## src/rtl/pipeline_fifo.sv

```systemverilog
// pipeline_fifo: Depth-entry elastic buffer, 1-cycle write->read latency, wr_ready_o depends on occupancy only.
// Defining PIPE_FIFO_BYPASS_EN adds a 0-cycle combinational bypass when the buffer is empty.
module pipeline_fifo #(
  parameter int Width = 32,
  parameter int Depth = 2
) (
  input  logic                         clk_i,
  input  logic                         rst_i,
  input  logic                         flush_i,
  input  logic                         wr_valid_i,
  input  logic [Width-1:0]             wr_data_i,
  output logic                         wr_ready_o,
  input  logic                         rd_ready_i,
  output logic [Width-1:0]             rd_data_o,
  output logic                         rd_valid_o,
  output logic [$clog2(Depth+1)-1:0]   count_o
);
  localparam int CntW = $clog2(Depth + 1);
  localparam int PtrW = (Depth > 1) ? $clog2(Depth) : 1;
  localparam logic [CntW-1:0] FullCnt = CntW'(Depth);
  localparam logic [PtrW-1:0] LastPtr = PtrW'(Depth - 1);

  logic [Width-1:0] mem [Depth];
  logic [PtrW-1:0]  wr_ptr;
  logic [PtrW-1:0]  rd_ptr;
  logic [CntW-1:0]  count;
  logic             stored_vld;
  logic             push;
  logic             pop;
  logic             store;

  // Depth need not be a power of two, so wrap by explicit compare.
  function automatic logic [PtrW-1:0] next_ptr(input logic [PtrW-1:0] p);
    return (p == LastPtr) ? '0 : p + 1'b1;
  endfunction

  assign stored_vld = (count != '0);
  assign wr_ready_o = (count != FullCnt);
  assign push       = wr_valid_i & wr_ready_o;
  assign pop        = stored_vld & rd_ready_i;
  assign count_o    = count;

`ifdef PIPE_FIFO_BYPASS_EN
  logic bypass;
  assign bypass     = ~stored_vld & wr_valid_i & ~flush_i;
  // A bypassed item consumed in the same cycle never occupies storage.
  assign store      = push & ~(bypass & rd_ready_i);
  assign rd_valid_o = ~flush_i & (stored_vld | bypass);
  assign rd_data_o  = bypass ? wr_data_i : mem[rd_ptr];
`else
  assign store      = push;
  assign rd_valid_o = stored_vld;
  assign rd_data_o  = mem[rd_ptr];
`endif

  always_ff @(posedge clk_i) begin
    if (rst_i) begin
      wr_ptr <= '0;
      rd_ptr <= '0;
      count  <= '0;
      for (int i = 0; i < Depth; i++) begin
        mem[i] <= '0;
      end
    end else if (flush_i) begin
      // Storage is left as-is; only occupancy and pointers are discarded.
      wr_ptr <= '0;
      rd_ptr <= '0;
      count  <= '0;
    end else begin
      if (store) begin
        mem[wr_ptr] <= wr_data_i;
        wr_ptr      <= next_ptr(wr_ptr);
      end
      if (pop) begin
        rd_ptr <= next_ptr(rd_ptr);
      end
      case ({store, pop})
        2'b10:   count <= count + 1'b1;
        2'b01:   count <= count - 1'b1;
        default: count <= count;
      endcase
    end
  end

endmodule

```

## config.mk

```make
export PLATFORM = sky130hd
export DESIGN_NAME = pipeline_fifo
export DESIGN_NICKNAME = d
export VERILOG_FILES = /design/src/rtl/pipeline_fifo.sv
export SDC_FILE = /design/constraint.sdc
export NUM_CORES = 1
export LEC_CHECK = 0
export BUFFER_PORTS_ARGS = -buffer_cell sky130_fd_sc_hd__buf_2
export CAP_MARGIN = 20
export CORE_MARGIN = 2
export CORE_UTILIZATION = 53
export DETAILED_ROUTE_END_ITERATION = 10
export GPL_TIMING_DRIVEN = 0
export PLACE_DENSITY = 0.86
export SYNTH_ARGS = -nofsm -noshare
export SYNTH_HDL_FRONTEND = slang
export SYNTH_SLANG_ARGS = --single-unit
```

## constraint.sdc

```tcl
create_clock -name clk_i -period 2.75 [get_ports clk_i]
set_clock_uncertainty 0.15 [all_clocks]
set_input_delay 0.4125 -clock clk_i [delete_from_list [all_inputs] [get_ports clk_i]]
set_output_delay 0.4125 -clock clk_i [all_outputs]
set_load 0.005 [all_outputs]
```

# After elaboration in Yosys (flattened, before gate mapping)
# Memories as Yosys holds them, arrays and structs flattened. A register that Yosys moved wholly into a read port is not among the register bits.
# Cells that the tools add are included.
# word_totals
regBits	4
latchBits	0
mem_bits_rw	64
mem_bits_ro	0
word_cells	31
mem_count	1
# op_classes
addsub	4
multipliers	0
n_div	0
magnitude_cmp	0
eq_ne	3
shift	0
n_mux	14
bitwise_logic	2
reduce_logical	4
# memory_table
memory	words	width	read_ports	rd_clocked_by_memory_dff	write_ports	line_no	source
mem	2	32	1	1	2	23	logic [Width-1:0] mem [Depth];
# op_table
op	n
32-bit two-way mux	1
32-bit OR reduction	1
1-bit two-way mux	12
2-bit one-hot mux with 2 select lines	1
2-bit nonzero test	2
1-bit adder, second input constant	2
2-bit by 1-bit adder with 2-bit output, second input constant	1
1-bit AND	2
2-bit by 1-bit == test with 1-bit output, second input constant	1
2-bit == test, second input constant	1
2-bit != test, second input constant	1
2-bit OR reduction	1
2-bit by 1-bit subtractor with 2-bit output, second input constant	1

# Longest topological paths before layout
# Gate-level depths: netlist (run 1).
# depth
word_depth	8
ltp_mapped	7
mapped_depth_nobuf	7

# Least setup slack after synthesis (run 1)
# OpenSTA, ideal clock, no wires.
# synth_path
path_kind	input-to-reg
from	input port flush_i
to	memory mem[0][0] (enable)
setup_ns	0.391
arrival_ns	1.856
required_time_ns	2.209
setup_slack_ns	0.353
cell_stages	4
path_buffers	1
path_cell_list	or2_0 > buf_6 > nor4_4 > or2_1
# synth_rtl
item	line_no	source
start: declaration	9	input logic flush_i,
end: declaration	23	

==> impl_results.md, run 1 <==
- FMAX: 0.441 GHz
- First DRT Iteration DRCs: a little over 60
- DRT Wirelength: approximately 5100 um
- CP max FO: 32
- Number of nets in the layout: 322
- Final hold vios: 0
- RSZ-0062 raised after global routing: no
- CP Launch Type: register
- DR pass1 iterations: 4
- Measured slew at the worst slew-check pin: 795 ps
- EDFF count, synth: 64
- Filler Cell Count: 442
- CTS tree: done
- Max cap viols: 0
- Largest stage delay, worst path: around 720 ps
- DP Cell Count: 345
- First-pass GRT wire length: ~7800 um
- Largest net degree at the start of global routing: 33
- IO Count: 73
- Max-Slew Margin vs Limit: a little under half
- Tmin final: between 2000 and 2500 ps
- Post-synthesis net count: between 200 and 250
- Total number of vias: roughly 1800
- CP arrival: between 2000 and 2500 ps
- Die X: between 80 and 90 um
- Die extent in y: about 80 um
- Layout Area Growth over Synthesis: 21.7%
- Fin. max-slew vios: 0
- Initial antenna violation count: 0
- CTS Root Cell: clkbuf_8
- Cell chain of the critical path: nor2b_2, nor4_4, or2_2
- Top post-synthesis cells by area: edfxtp_1 63%, and2_1 13%, mux2_2 7.0%
- Vias in the first global route: about 1700
- LEAKAGE: 1.57 nW
- Core Util, Final: around two thirds
- HP Class: input port to register
- Initial Utilization: between 50% and 60%
- Area occupied by multi-input gates: 931 um2
- ANT cells: 0
- Top delay family on crit path: simple AND/OR/NAND/NOR gates
- H-tree depth: 3
- Post-synth ARST share: 0%
- Clock Sinks: between 60 and 70
- Share of layout cells above drive strength 1: about 43%
- Mean Syn Cell Area: between 15 and 20 um2
- Predominant post-synthesis flop cell: edfxtp_1
- Flops & latches, synth: 69
- Clock transition at the registers of the reported paths: 70 ps
- Post-synthesis cell count: about 200
- Worst setup path class: register to register
- Post-synth top area share: a little over three fifths
- DIE AREA: 6400 um2
- Count of final setup violators: 0
- Netlist cell types: 24
- Critical Path End Type: register
- IO Port Bufs: around 70
- Slowest-stage cell, CP: or2_2
- Outcome: finished, final reports clean
- Clk Latency, worst-skew pair: approximately 320 ps
- Maximum clock path buffer count: 2
- Worst Path Required: 2550 ps
- Post-route ant nets: 0
- Routed len/inst: 14.1 um
- Resize count post-CTS: 0
- Power Density: between 600 and 700 nW/um2
- Tot GR Track Use: between 10% and 20%
- Reg area: 2020 um2
- Synth area leader: edfxtp_1
- Via/cell ratio: between 4 and 5
- Number of post-CTS setup repair buffers: 0
- Warnings, synthesis: 0
- Post-synth top cells: 64 x and2_1, 64 x edfxtp_1, 19 x mux2_2
- Total core area: approximately 5500 um2
- Post-synthesis cell area: 3060 um2
- VDD IR-drop max: around 0.37 mV
- Post-CTS Hold Buffers: 0
- Worst path bufs/invs: 0
- Grt ovf: 0
- Row cnt: 27
- Sequential area share after synthesis: roughly two thirds
- Final Non-Filler Cells: between 300 and 400
- Drt drc: 0
- Placer Congestion: ~0.76
- Dpl hpwl: 3360 um
- CTS buffer count: 9
- Tcrit/Tclk final: 82.5%
report_power, final:
group          internal (W)  leakage (nW)  switching [W]
combinational     0.0000889         0.758      0.0000849
sequential          0.00120         0.706      0.0000141
clock              0.000506         0.107       0.000360
total               0.00179          1.57       0.000459
cell usage in the layout, fill, tap and decap left out, types with 3 or more instances in the layout:
master and instances:
and2_1 64, buf_2 75, buf_6 7, clkbuf_8 9, dfxtp_1 5, edfxtp_1 64
mux2_1 13, mux2_2 19, nor2_1 3, or2_2 3
stage by stage:
stage / power (W) / hold slack, ps / area [um2] / setup TNS [ps] / setup WS [ps]
after detailed placement: 0.00141 / 358 / 3510 / 0 / 167
final: 0.00225 / 214 / 3730 / 0 / 482
after CTS: 0.00228 / 204 / 3730 / 0 / 413
after global routing: 0.00234 / 202 / 3730 / 0 / 295
after global placement: 0.00141 / 349 / 3510 / -16320 / -263
after floorplan: 0.00133 / 331 / 3060 / 0 / 353
state kept, by name, summed over array words and instances (netlist names), named ones only:
register,cells
count_o,2
mem,64
rd_ptr,1
wr_ptr,1
layout make-up:
| cell class | count | area share [%] |
|---|---|---|
| Buffer | 11 | 2.62 |
| Clock buffer | 9 | 3.32 |
| Clock inverter | 7 | 2.42 |
| Inverter | 3 | 0.302 |
| Multi-Input combinational cell | 118 | 25.0 |
| Sequential cell | 69 | 54.3 |
| Tap cell | 72 | 2.42 |
| Timing Repair Buffer | 72 | 9.67 |
layer usage:
metal	global-route usage (%)	routed length, um
met5	0	0
met2	29.5	2680
met3	5.32	255
met1	19.2	2090
met4	5.59	55
cell families after synthesis:
logic type / count (synthesis) / share of synthesized area [%]
AOI/OAI and AO/OA: 5 / 0.899
xor gates and xnor gates: 3 / 0.858
adders and majority gates: 1 / 0.409
buffers and inverters: 14 / 3.56
DFF: 69 / 66.0
muxes: 32 / 11.8
and+or+nand+nor: 77 / 16.5
worst register-to-register path: cells and delay by family (launching register included):
kind,cells,cell delay [ps]
DFF,1,440
and+or+nand+nor,3,1280
final timing paths:
check | start | end | slack, ps | cells past startpoint
worst max-delay path | count_o[0]$_SDFFE_PP0P_ | mem[0][1]$_SDFFCE_PN0P_ | 480 | 3
worst min-delay path | wr_data_i[7] | mem[0][7]$_SDFFCE_PN0P_ | 210 | 2
worst max register to register | count_o[0]$_SDFFE_PP0P_ | mem[0][1]$_SDFFCE_PN0P_ | 480 | 3
worst min register to register | rd_ptr$_SDFFE_PP0P_ | register | 380 | 2
(Power assumes the default switching activity.)
==> run 2: changes to the inputs <==
--- a/config.mk
+++ b/config.mk
@@ -8,10 +8,10 @@
 export BUFFER_PORTS_ARGS = -buffer_cell sky130_fd_sc_hd__buf_2
 export CAP_MARGIN = 20
 export CORE_MARGIN = 2
-export CORE_UTILIZATION = 53
+export CORE_UTILIZATION = 48
 export DETAILED_ROUTE_END_ITERATION = 10
 export GPL_TIMING_DRIVEN = 0
-export PLACE_DENSITY = 0.86
+export PLACE_DENSITY = 0.83
 export SYNTH_ARGS = -nofsm -noshare
 export SYNTH_HDL_FRONTEND = slang
 export SYNTH_SLANG_ARGS = --single-unit
==> constraint.sdc (replaced) <==
create_clock -name clk_i -period 1.8 [get_ports clk_i]
set_clock_uncertainty 0.15 [all_clocks]
set_input_delay 0.27 -clock clk_i [delete_from_list [all_inputs] [get_ports clk_i]]
set_output_delay 0.27 -clock clk_i [all_outputs]
set_load 0.005 [all_outputs]
==> impl_results.md, run 2 (synthesis results as in run 1) <==
- WHS Endpoint: mem[1][25]$_SDFFCE_PN0P_
- First-pass GRT wire length: 8800 um (+12%)
- Post-route ant nets: 0 (unchanged)
- CP max FO: 10 (-69%)
- Largest net degree at the start of global routing: 17 (-48%)
- Commonest non-fill, non-tap cell in the layout: buf_2
- Worst r2r src: wr_ptr$_SDFFE_PP0P_
- Violations in the final reports: negative setup slack
- Largest stage delay, worst path: 420 ps (-300 ps)
- Clock transition at the registers of the reported paths: 80 ps (about the same)
- Slowest-stage cell, CP: dfxtp_4
- Clk Latency, worst-skew pair: 330 ps (about the same)
- Top delay family on crit path: flip-flops
- Grt ovf: 0 (unchanged)
- Clock Sinks: 69 (unchanged)
- IO Port Bufs: 72 (unchanged)
- Routed len/inst: 15.4 um (+9.8%)
- CTS buffer count: 9 (unchanged)
- CP Launch Type: register
- DIE AREA: 7030 um2 (+9.9%)
- Via/cell ratio: 4.89 (-0.20%)
- Filler Cell Count: 475 (+7.5%)
- Post-route cell area: 3940 um2 (+5.6%)
- First DRT Iteration DRCs: 61 (unchanged)
- Cell chain of the critical path: buf_8, mux2_1, buf_2
- R2R depth: 3 (unchanged)
- Worst setup path class: register to output pin
- Most frequent cells in the layout: 71 x buf_2, 64 x and2_1, 64 x edfxtp_1
- Final worst slack: -3.98 ps (-486 ps)
- Post-CTS Hold Buffers: 0 (unchanged)
- HP Class: input port to register
- Placer Congestion: 0.715 (-5.5%)
- Reg-to-reg setup timing slack: 90 ps (-390 ps)
- Core Util, Final: 63.1% (-4.2 points)
- DRT Wirelength: 5770 um (+14%)
- Count of final setup violators: 2 (+2)
- IO Count: 73 (unchanged)
- Fin. max-slew vios: 0 (unchanged)
- Final hold vios: 0 (unchanged)
- Fin Setup TNS: -4.51 ps (-4.51 ps)
- Max cap viols: 0 (unchanged)
- Max-Slew Margin vs Limit: 77.8% (+31 points)
- Hold Crit Depth: 2 (unchanged)
- H-tree depth: 3 (unchanged)
- Tcrit/Tclk final: 100%
- Initial Utilization: 49.1% (-6.2 points)
- Die X: 83.9 um (+4.8%)
- CP Depth: 3 (unchanged)
- Total core area: 6240 um2 (+13%)
- CTS Root Cell: clkbuf_8
- CTS tree: done
- Dpl hpwl: 3660 um (+8.9%)
- R2r endpoint: mem[1][16]$_SDFFCE_PN0P_
- Die extent in y: 83.9 um (+4.8%)
- Power Density: 927 nW/um2 (+53%)
- Final Non-Filler Cells: 374 (+3.6%)
- Tot GR Track Use: 16.7% (-0.026 points)
- DR pass1 iterations: 4 (unchanged)
- Outcome: finished with violations
- Row cnt: 29 (+7.4%)
- Vias in the first global route: 1853 (+7.8%)
- LEAKAGE: 1.66 nW (+6.0%)
- Maximum clock path buffer count: 2 (unchanged)
- Drt drc: 0 (unchanged)
- Max reg flops: 64 (unchanged)
- Area after DPL: 3520 um2 (+0.32%)
- Critical Path End Type: output pin
- Total number of vias: 1830 (+3.4%)
- Number of nets in the layout: 330 (+2.5%)
- Worst path bufs/invs: 2 (+2)
- Min-delay src: wr_data_i[25]
- DP Cell Count: 350 (+1.4%)
- RSZ-0062 raised after global routing: yes
- Initial antenna violation count: 0 (unchanged)
- VDD IR-drop max: 0.517 mV (+39%)
- Worst Path Required: 1380 ps (-1170 ps)
- FMAX: ~0.55 GHz
- Share of layout cells above drive strength 1: 46.5% (+3.9 points)
- Layout Area Growth over Synthesis: 28.5%
- Tmin final: 1800 ps
- ANT cells: 0 (unchanged)
- Most flops, register: mem
- Measured slew at the worst slew-check pin: 330 ps (-464 ps)
- CP arrival: 1380 ps (-690 ps)
## run 2: worst register-to-register path, delay by kind of cell, from the launching register on
kind,cells,cell delay (ps)
buffers and inverters,1,100
DFF,1,410
and+or+nand+nor,2,740
## run 2: per-stage QoR
stage / worst slack (ps) / hold slack, ps / total power, W
final: -3.98 / 67.4 / 0.00365
after global routing: -57.9 / 59.3 / 0.00376
after CTS: 11.8 / 55.0 / 0.00365
after detailed placement: -406 / 350 / 0.00216
after global placement: -430 / 344 / 0.00215
after floorplan: 4.60 / 318 / 0.00203
## run 2: how the worst max path moves through the flow
stage / startpoint / to / slack (ps)
after CTS: register / rd_data_o[10] / 10
final: register / rd_data_o[28] / -4
after detailed placement: rst_i / mem[1][18]$_SDFFCE_PN0P_ / -410
after global routing: register / rd_data_o[31] / -60
after global placement: rst_i / mem[1][18]$_SDFFCE_PN0P_ / -430
after floorplan: flush_i / mem[0][0]$_SDFFCE_PN0P_ / 5
## run 2: what timing repair did
| item | CTS | global route |
|---|---|---|
| endpoints found under the setup margin | 95 | 28 |
| resized for setup | 14 | 13 |
| buffers inserted | 4 | 2 |
| gates cloned | 2 | 1 |
| pin swaps | 4 | 0 |
## run 2: per-layer routing
metal  wire length, um  vias to the layer above  GRT usage (%)  part of all wire (%)
met5                 0                        -              0                     0
met4               102                        0           8.21                   1.8
met3               172                       10           3.17                   3.0
met2              3060                       40           30.0                    53
met1              2440                      891           18.9                    42
li1                  -                      889              -                     -
## run 2: area by class of cell
class	instances	area, um2	area share (%)
plain buffers	10	129	3.28
inverters	3	11.3	0.286
clock inverters	6	111	2.83
well taps	77	96.3	2.45
multi-input cells	120	996	25.3
repair buffers	79	437	11.1
clock buffers	10	128	3.24
flip-flops and latches	69	2030	51.5
## run 2: where the power goes
| part | switching [W] | total [W] | internal, W |
|---|---|---|---|
| clock | 0.000572 | 0.00149 | 0.000921 |
| combinational | 0.000137 | 0.000301 | 0.000164 |
| sequential | 0.0000260 | 0.00186 | 0.00183 |
| total | 0.000735 | 0.00365 | 0.00291 |
==> run 3: changes to the inputs <==
==> config.mk (replaced) <==
export PLATFORM = sky130hd
export DESIGN_NAME = pipeline_fifo
export DESIGN_NICKNAME = d
export VERILOG_FILES = /design/src/rtl/pipeline_fifo.sv
export SDC_FILE = /design/constraint.sdc
export NUM_CORES = 1
export LEC_CHECK = 0
export CAP_MARGIN = 20
export CORE_ASPECT_RATIO = 0.6
export CORE_MARGIN = 2
export CORE_UTILIZATION = 56
export DETAILED_ROUTE_END_ITERATION = 10
export DONT_BUFFER_PORTS = 1
export GPL_TIMING_DRIVEN = 0
export PLACE_DENSITY = 0.81
export SYNTH_ARGS = -nofsm -noshare
export SYNTH_HDL_FRONTEND = slang
export SYNTH_SLANG_ARGS = --single-unit
==> impl_results.md, run 3 (synthesis results as in run 1) <==
- H-tree depth: 3 (unchanged)
- RSZ-0062 raised after global routing: no
- Total core area: 5150 um2 (-17%)
- Initial antenna violation count: 0 (unchanged)
- Placer Congestion: 0.657 (-8.1%)
- IO Port Bufs: 0 (-100%)
- FMAX: 0.577 GHz (+4.1%)
- Vias in the first global route: 1701 (-8.2%)
- CTS buffer count: 9 (unchanged)
- Via/cell ratio: 5.17 (+5.6%)
- Metal3 WL: 426 um (+150%)
- Row cnt: 20 (-31%)
- Filler Cell Count: 339 (-29%)
- DIE AREA: 6090 um2 (-13%)
- Layout Area Growth over Synthesis: 22.6%
- Measured slew at the worst slew-check pin: 326 ps (-4.39 ps)
- Die X: 99.5 um (+19%)
- Most flops, register: mem
- First DRT Iteration DRCs: 42 (-31%)
- Count of final setup violators: 0 (-2)
- Worst Path Required: 1730 ps (+350 ps)
- HP Class: input port to register
- Met2 WL post-DR: 2740 um (-11%)
- Uppermost routed layer: met4
- Max reg flops: 64 (unchanged)
- LEAKAGE: 1.43 nW (-14%)
- Fin. max-slew vios: 0 (unchanged)
- Most frequent cells in the layout: 64 x and2_1, 64 x edfxtp_1, 34 x dlygate4sd3_1
- CP max FO: 10 (unchanged)
- Final hold vios: 0 (unchanged)
- Drt drc: 0 (unchanged)
- Core Util, Final: 72.8% (+9.7 points)
- Worst setup path class: register to register
- VDD IR-drop max: 0.609 mV (+18%)
- CP Launch Type: register
- Routed len/inst: 17.7 um (+15%)
- CTS Root Cell: clkbuf_8
- Max-Slew Margin vs Limit: 78.1% (+0.29 points)
- Largest net degree at the start of global routing: 17 (unchanged)
- Grt ovf: 0 (unchanged)
- Share of layout cells above drive strength 1: 22.9% (-24 points)
- Tmin final: 1730 ps (-71.3 ps)
- Met1 WL: 2560 um (+5.0%)
- Initial Utilization: 59.4% (+10 points)
- Number of nets in the layout: 293 (-11%)
- Total number of vias: 1674 (-8.5%)
- DRT Wirelength: 5740 um (-0.64%)
- DR pass1 iterations: 4 (unchanged)
- Clock transition at the registers of the reported paths: 70 ps (about the same)
- Clk Latency, worst-skew pair: 330 ps (about the same)
- ANT cells: 0 (unchanged)
- Max cap viols: 0 (unchanged)
- CP arrival: 1660 ps (+280 ps)
- IO Count: 73 (unchanged)
- Critical Path End Type: register
- Power Density: 823 nW/um2 (-11%)
- Hold slack: 14.4 ps (-53.0 ps)
- Die extent in y: 61.3 um (-27%)
- First-pass GRT wire length: 8480 um (-3.6%)
- Tcrit/Tclk final: 96.3% (-4.0 points)
- Tot GR Track Use: 19.4% (+2.7 points)
- Maximum clock path buffer count: 2 (unchanged)
- Dpl hpwl: 3290 um (-10%)
- Post-route ant nets: 0 (unchanged)
- Outcome: finished, final reports clean
- Clock Sinks: 69 (unchanged)
- CTS tree: done
## run 3: per-layer routing
metal | up-vias | track usage (%)
met2 | 61 | 32.2
met4 | 0 | 5.87
met1 | 794 | 23.7
met3 | 2 | 8.40
met5 | - | 0
li1 | 817 | -
## run 3: timing repair
| item | in CTS | in global routing |
|---|---|---|
| hold buffers | 32 | 2 |
| gates resized for setup | 8 | 7 |
| gates cloned | 2 | 2 |
| endpoints found under the setup margin | 95 | 88 |
| pin swaps | 4 | 3 |
| setup buffers | 5 | 1 |
| endpoints found under the hold margin | 61 | 2 |
## run 3: power by group
| part | leakage [nW] | internal, W | switching (W) |
|---|---|---|---|
| combinational | 0.648 | 0.000141 | 0.000126 |
| sequential | 0.708 | 0.00183 | 0.0000235 |
| clock | 0.0749 | 0.000463 | 0.000506 |
| total | 1.43 | 0.00243 | 0.000656 |
## run 3: through the flow
stage               worst slack [ps]  power, W  setup TNS [ps]  cells  instance area [um2]
finish                          67.3   0.00309               0    324                 3750
global route                    2.82   0.00320               0    324                 3750
CTS                             2.12   0.00310               0    319                 3690
detailed placement              -323   0.00207          -20020    267                 3150
global placement                -311   0.00207          -19230    267                 3150
floorplan                       4.60   0.00203               0    201                 3070
## run 3: worst max-delay path, cell delays in order, from the launching register on
cell and delay, ps:
dfxtp_4 370, nor2b_4 180, buf_12 120, nor4_4 40
buf_4 160, buf_4 160, buf_6 130, and2_1 160
## run 3: path summary, 6_finish.rpt
path	start	end	slack, ps	depth (start not counted)
worst min register to register	count_o[1]$_SDFFE_PP0P_	count_o[1]$_SDFFE_PP0P_	380	2
worst max register to register	count_o[1]$_SDFFE_PP0P_	mem[1][16]$_SDFFCE_PN0P_	70	7
worst min-delay path	wr_data_i[31]	mem[0][31]$_SDFFCE_PN0P_	10	1
worst max-delay path	count_o[1]$_SDFFE_PP0P_	mem[1][16]$_SDFFCE_PN0P_	70	7
## run 3: layout make-up
class                           count  area [um2]  share of cell area (%)
Sequential cell                    69        2030                    54.1
Tap cell                           66        82.6                    2.20
Timing Repair Buffer               40         398                    10.6
Clock inverter                      5        20.0                   0.534
Multi-Input combinational cell    122         976                    26.0
Inverter                            3        11.3                   0.300
Clock buffer                        9         124                    3.30
Buffer                             10         113                    3.00
